--- config.mk ---
export PLATFORM = sky130hd
export DESIGN_NAME = qbus_slave
export DESIGN_NICKNAME = d
export VERILOG_FILES = /design/src/rtl/qbus_slave.sv
export SDC_FILE = /design/constraint.sdc
export NUM_CORES = 1
export LEC_CHECK = 0
export ABC_AREA = 0
export CAP_MARGIN = 15
export CORE_ASPECT_RATIO = 1.4
export CORE_MARGIN = 2
export CORE_UTILIZATION = 35
export DETAILED_ROUTE_END_ITERATION = 8
export DONT_BUFFER_PORTS = 1
export GPL_TIMING_DRIVEN = 0
export MAX_ROUTING_LAYER = met4
export PLACE_DENSITY = 0.46
export SYNTH_ARGS = -nofsm -noshare
export SYNTH_HDL_FRONTEND = slang
export SYNTH_SLANG_ARGS = --single-unit
export TNS_END_PERCENT = 1
--- constraint.sdc ---
create_clock -name clk -period 3.45 [get_ports clk]
set_input_delay 0.69 -clock clk [delete_from_list [all_inputs] [get_ports clk]]
set_output_delay 0.69 -clock clk [all_outputs]
set_load 0.05 [all_outputs]
--- src/rtl/qbus_slave.sv ---
// qbus_slave: QBUS slave-cycle front end for a small synchronous register bank.
// Synchronises bus strobes and turns DATI/DATO(B)/DATIO(B) into one-cycle requests.
module qbus_slave #(
  parameter logic [12:0] BASE  = 13'o17760,
  parameter int          ABITS = 3
) (
  input  logic             clk,
  input  logic             reset,
  input  logic [21:0]      DAL_in,
  output logic [21:0]      DAL_out,
  output logic             DALtx,
  input  logic             RSYNC,
  input  logic             RDIN,
  input  logic             RDOUT,
  input  logic             RWTBT,
  input  logic             RBS7,
  input  logic             RINIT,
  output logic             TRPLY,
  output logic [ABITS-1:0] reg_addr,
  output logic             reg_rd,
  output logic             reg_wr,
  output logic [1:0]       reg_be,
  output logic [15:0]      reg_wdata,
  input  logic [15:0]      reg_rdata,
  input  logic             reg_ack
);

  typedef enum logic [2:0] {
    IDLE,
    ADDR,
    SEL,
    REQ,
    ACK,
    REPLY,
    DONE
  } state_t;

  state_t state;
  state_t nxt;

  logic [1:0]  sync_ff;
  logic [1:0]  din_ff;
  logic [1:0]  dout_ff;
  logic [1:0]  wtbt_ff;
  logic [1:0]  init_ff;
  logic        s_sync;
  logic        s_din;
  logic        s_dout;
  logic        s_wtbt;
  logic        s_init;
  logic        sync_q;
  logic        din_q;
  logic        dout_q;
  logic        sync_rise;

  logic        page;
  logic [12:0] addr;
  logic        is_wr;
  logic        first;
  logic [15:0] rdata_q;
  logic        match;

  logic        ld_addr;
  logic        start_rd;
  logic        start_wr;
  logic        cap;

  logic        unused_dal;

  assign unused_dal = ^DAL_in[21:16];

  always_ff @(posedge clk) begin
    if (reset) begin
      sync_ff <= '0;
      din_ff  <= '0;
      dout_ff <= '0;
      wtbt_ff <= '0;
      init_ff <= '0;
      sync_q  <= 1'b0;
      din_q   <= 1'b0;
      dout_q  <= 1'b0;
    end else begin
      sync_ff <= {sync_ff[0], RSYNC};
      din_ff  <= {din_ff[0], RDIN};
      dout_ff <= {dout_ff[0], RDOUT};
      wtbt_ff <= {wtbt_ff[0], RWTBT};
      init_ff <= {init_ff[0], RINIT};
      sync_q  <= s_sync;
      din_q   <= s_din;
      dout_q  <= s_dout;
    end
  end

  assign s_sync = sync_ff[1];
  assign s_din  = din_ff[1];
  assign s_dout = dout_ff[1];
  assign s_wtbt = wtbt_ff[1];
  assign s_init = init_ff[1];

  assign sync_rise = s_sync & ~sync_q;

  assign match = page &&
    (addr[12:ABITS+1] == BASE[12:ABITS+1]);

  always_ff @(posedge clk) begin
    if (reset || s_init) begin
      state <= IDLE;
    end else begin
      state <= nxt;
    end
  end

  // Data strobes are acted on one cycle after synchronisation (din_q/dout_q),
  // while their release is seen straight from the synchroniser.
  always_comb begin
    nxt      = state;
    ld_addr  = 1'b0;
    start_rd = 1'b0;
    start_wr = 1'b0;
    cap      = 1'b0;
    unique case (state)
      IDLE: begin
        if (sync_rise) begin
          nxt     = ADDR;
          ld_addr = 1'b1;
        end
      end
      ADDR: begin
        if (!s_sync) begin
          nxt = IDLE;
        end else if (match) begin
          nxt = SEL;
        end
      end
      SEL: begin
        if (!s_sync) begin
          nxt = IDLE;
        end else if (din_q) begin
          nxt      = REQ;
          start_rd = 1'b1;
        end else if (dout_q) begin
          nxt      = REQ;
          start_wr = 1'b1;
        end
      end
      REQ, ACK: begin
        if (!s_sync) begin
          nxt = IDLE;
        end else if (reg_ack) begin
          nxt = REPLY;
          cap = ~is_wr;
        end else begin
          nxt = ACK;
        end
      end
      REPLY: begin
        if (is_wr ? !s_dout : !s_din) begin
          nxt = DONE;
        end
      end
      DONE: begin
        nxt = SEL;
      end
      default: begin
        nxt = IDLE;
      end
    endcase
  end

  always_comb begin
    reg_rd = 1'b0;
    reg_wr = 1'b0;
    DALtx  = 1'b0;
    TRPLY  = 1'b0;
    if (state == REQ) begin
      reg_rd = ~is_wr;
      reg_wr = is_wr;
    end
    if (state == REPLY) begin
      DALtx = ~is_wr;
      TRPLY = is_wr | ~first;
    end
  end

  always_ff @(posedge clk) begin
    if (reset || s_init) begin
      page      <= 1'b0;
      addr      <= '0;
      is_wr     <= 1'b0;
      first     <= 1'b0;
      rdata_q   <= '0;
      reg_be    <= '0;
      reg_wdata <= '0;
    end else begin
      first <= (state != REPLY);
      if (ld_addr) begin
        page <= RBS7;
        addr <= DAL_in[12:0];
      end
      if (start_rd) begin
        is_wr <= 1'b0;
      end
      if (start_wr) begin
        is_wr     <= 1'b1;
        reg_wdata <= DAL_in[15:0];
        if (s_wtbt) begin
          reg_be <= addr[0] ? 2'b10 : 2'b01;
        end else begin
          reg_be <= 2'b11;
        end
      end
      if (cap) begin
        rdata_q <= reg_rdata;
      end
    end
  end

  assign reg_addr = addr[ABITS:1];
  assign DAL_out  = {6'b0, rdata_q};

endmodule

==> metrics.md <==
| Metric | Value |
|---|---|
| Highest metal used | `met4` |
| Final clock period utilization by the worst path | `0.820` |
| Die Area | `8020 sq um` |
| Starting density of the core | `0.364` |
| RSZ-0062 raised after global routing | `no` |
| Total CTS buffers | `9` |
| CTS Hold Bufs | `0` |
| Sink Count | `66` |
| Longest Clk Path Bufs | `2` |
| Post_cts resized | `0` |
| Initial antenna violation count | `0` |
| Worst r2r dst | `rdata_q[13]$_SDFFE_PP0P_` |
| Final HPWL DP | `3600 um` |
| Warnings, synthesis | `0` |
| Synth cell count leaders | `dfxtp_1 (66), nor2_1 (55), mux2i_1 (48)` |
| Actual slew at the worst max-slew pin | `1.02 ns` |
| Critical Path Sink Type | `primary output` |
| Gpl congestion | `0.682` |
| Largest net degree at the start of global routing | `11` |
| Setup crit end | `TRPLY` |
| DRT iter0 DRCs | `25` |
| # rows | `36` |
| Comb power frac | `0.061` |
| Reg-to-reg slack, setup | `1.49 ns` |
| Postcts setup bufs | `0` |
| Pre-antenna DRT Iters | `4` |
| Max cap viols | `0` |
| CTS HTree Levels | `3` |
| Maximum VDD drop | `227 uV` |
| Root Driver | `clkbuf_8` |
| Most used DFF post-synth | `dfxtp_1` |
| Synth-to-layout area growth | `11.6%` |
| DR DRC count | `0` |
| Clk network pwr share | `0.383` |
| Via density | `4.55` |
| Wire length on met1 | `2160 um` |
| Top Ports | `94` |
| Minimum clock period | `2.83 ns` |
| Post-synth EDFFs | `0` |
| WL met2 | `2330 um` |
| Post-DR wirelength/cell | `13.7 um` |
| Count of input and output buffers | `0` |
| Post-Synthesis Cell Area | `2560 sq um` |
| Cells after synthesis | `249` |
| Min-Delay Path Depth | `1` |
| Library cells used by synthesis | `35` |
| Vias in the first global route | `1,632` |
| Ys async rst share | `0` |
| Clock skew | `0.00974 ns` |
| Fraction of layout cells with a size suffix above 1 | `0.138` |
| Final #Nets | `312` |
| First-pass GRT wire length | `8090 um` |
| TNS Setup | `0 ns` |
| Top-area cell type share of the netlist area | `0.517` |
| Routed Antenna Nets | `0` |
| Critical path required time | `2.76 ns` |
| Sequential area share after synthesis | `0.517` |
| Largest area contributor in the synthesized netlist | `dfxtp_1` |
| CP Launch Type | `flop` |
| Sequential power share | `0.555` |
| Net Sw Power | `0.336 mW` |
| Outcome | `finished clean` |
| Crit Path Category | `flop to primary output` |
| Critical Path Start | `state[0]$_SDFFE_PP0P_` |
| Switching share of total power | `0.238` |
| CP Data Arrival Time | `2.14 ns` |
| Pins Over Slew Limit | `0` |
| Hold Path Class | `input port to flop` |
| Ant. Diodes | `0` |
| Slew HR | `0.319` |
| Leak Pwr | `1.13 nW` |
| Die Height | `105 um` |
| Total track usage | `0.135` |
| Syn Area/Cell | `10.3 sq um` |
| Highest Clock Rate | `354 MHz` |
| #FFs+latches synth | `66` |
| Worst flop-to-flop path startpoint | `state[1]$_SDFFE_PP0P_` |
| Internal Power | `1.08 mW` |
| Total wire length | `4980 um` |
| Synth area leaders | `dfxtp_1 (52%), mux2i_1 (19%), nor2_1 (8.1%)` |
| Met3 wire len | `367 um` |
| Crit Path Max Fanout | `10` |
| Via count | `1,652` |
| Final setup violation count | `0` |
| Count leader, synth | `dfxtp_1` |
| Clock transition at path regs | `0.07 ns` |
| Power Density | `495 nW/um^2` |
| Gr ovfl total | `0` |
| Die X | `76.2 um` |
| CTS tree | `built` |
| Reg2Reg Depth | `6` |
| Clock Latency Late Sink | `0.33 ns` |
| Core Area | `7030 sq um` |
| Total power | `1.41 mW` |
| Final Hold Viols | `0` |
==> how the worst min path moves through the flow <==
| stage | end | slack (ns) | start |
|---|---|---|---|
| after global placement | init_ff[1]$_SDFF_PP0_ | 0.42 | init_ff[0]$_SDFF_PP0_ |
| after detailed placement | dout_ff[1]$_SDFF_PP0_ | 0.43 | dout_ff[0]$_SDFF_PP0_ |
| final | init_ff[0]$_SDFF_PP0_ | 0.42 | reset |
| after CTS | din_ff[0]$_SDFF_PP0_ | 0.39 | reset |
| after global routing | init_ff[0]$_SDFF_PP0_ | 0.40 | reset |
| after floorplan | din_ff[1]$_SDFF_PP0_ | 0.41 | din_ff[0]$_SDFF_PP0_ |
==> stage by stage <==
| step | setup slack (ns) | instance area, sq um | util | std cells | hold WS (ns) |
|---|---|---|---|---|---|
| floorplan | 1.18 | 2580 | - | 254 | 0.414 |
| global placement | 0.949 | 2700 | 0.384 | 349 | 0.419 |
| detailed placement | 0.947 | 2700 | 0.384 | 349 | 0.425 |
| CTS | 0.576 | 2850 | 0.406 | 363 | 0.395 |
| global route | 0.449 | 2850 | 0.406 | 363 | 0.396 |
| finish | 0.621 | 2850 | 0.406 | 363 | 0.417 |
==> kinds of logic after synthesis <==
group	after synthesis	share of synthesized area
other	1	0.00147
AND/OR/NAND/NOR	91	0.178
AO/OA/AOI/OAI	16	0.0440
multiplexers	48	0.188
flip-flops	66	0.517
buffers and inverters	27	0.0724
==> cell usage in the layout (no fill, tap or decap), types with 3 or more instances in the layout <==
master,n
dfxtp_1,66
mux2i_1,48
nand2_1,5
o21ai_0,4
nor2_1,55
clkbuf_8,11
buf_2,4
clkbuf_1,5
buf_4,10
inv_1,3
nor2b_1,13
nand3b_1,3
a21oi_1,5
conb_1,6
==> metal layers <==
metal,GRT usage,vias to the layer above
met5,-,-
met2,0.205,66
li1,-,845
met4,0.0818,0
met1,0.151,730
met3,0.0484,11
==> power by group through the flow <==
stage	Combinational (mW)	Sequential [mW]	Clock, mW
6_report	0.0867	0.785	0.542
5_1_grt	0.0970	0.787	0.594
4_1_cts	0.0886	0.786	0.564
3_5_place_dp	0.0884	0.803	0
3_3_place_gp	0.0882	0.803	0
2_1_floorplan	0.0754	0.800	0
==> area by class of cell <==
| type | count | area [sq um] |
|---|---|---|
| multi-input combinational | 161 | 1070 |
| inverter | 3 | 11.3 |
| tap | 95 | 119 |
| clock inverter | 3 | 17.5 |
| fill | 721 | 4170 |
| sequential | 66 | 1320 |
| clock buffer | 11 | 141 |
| buffer | 24 | 174 |
==> critical path, cell delays in order (launching register included) <==
cell	delay [ns]
dfxtp_1	0.46
clkbuf_1	0.34
nand3b_1	0.19
a21oi_1	0.82
==> state kept, by name, summed over array words and instances (netlist names) <==
name,flops
wtbt_ff,2
reg_be,2
dout_q,1
page,1
first,1
din_q,1
init_ff,2
sync_q,1
din_ff,2
is_wr,1
state,3
addr,13
reg_wdata,16
rdata_q,16
dout_ff,2
sync_ff,2
(Power assumes the default switching activity.)
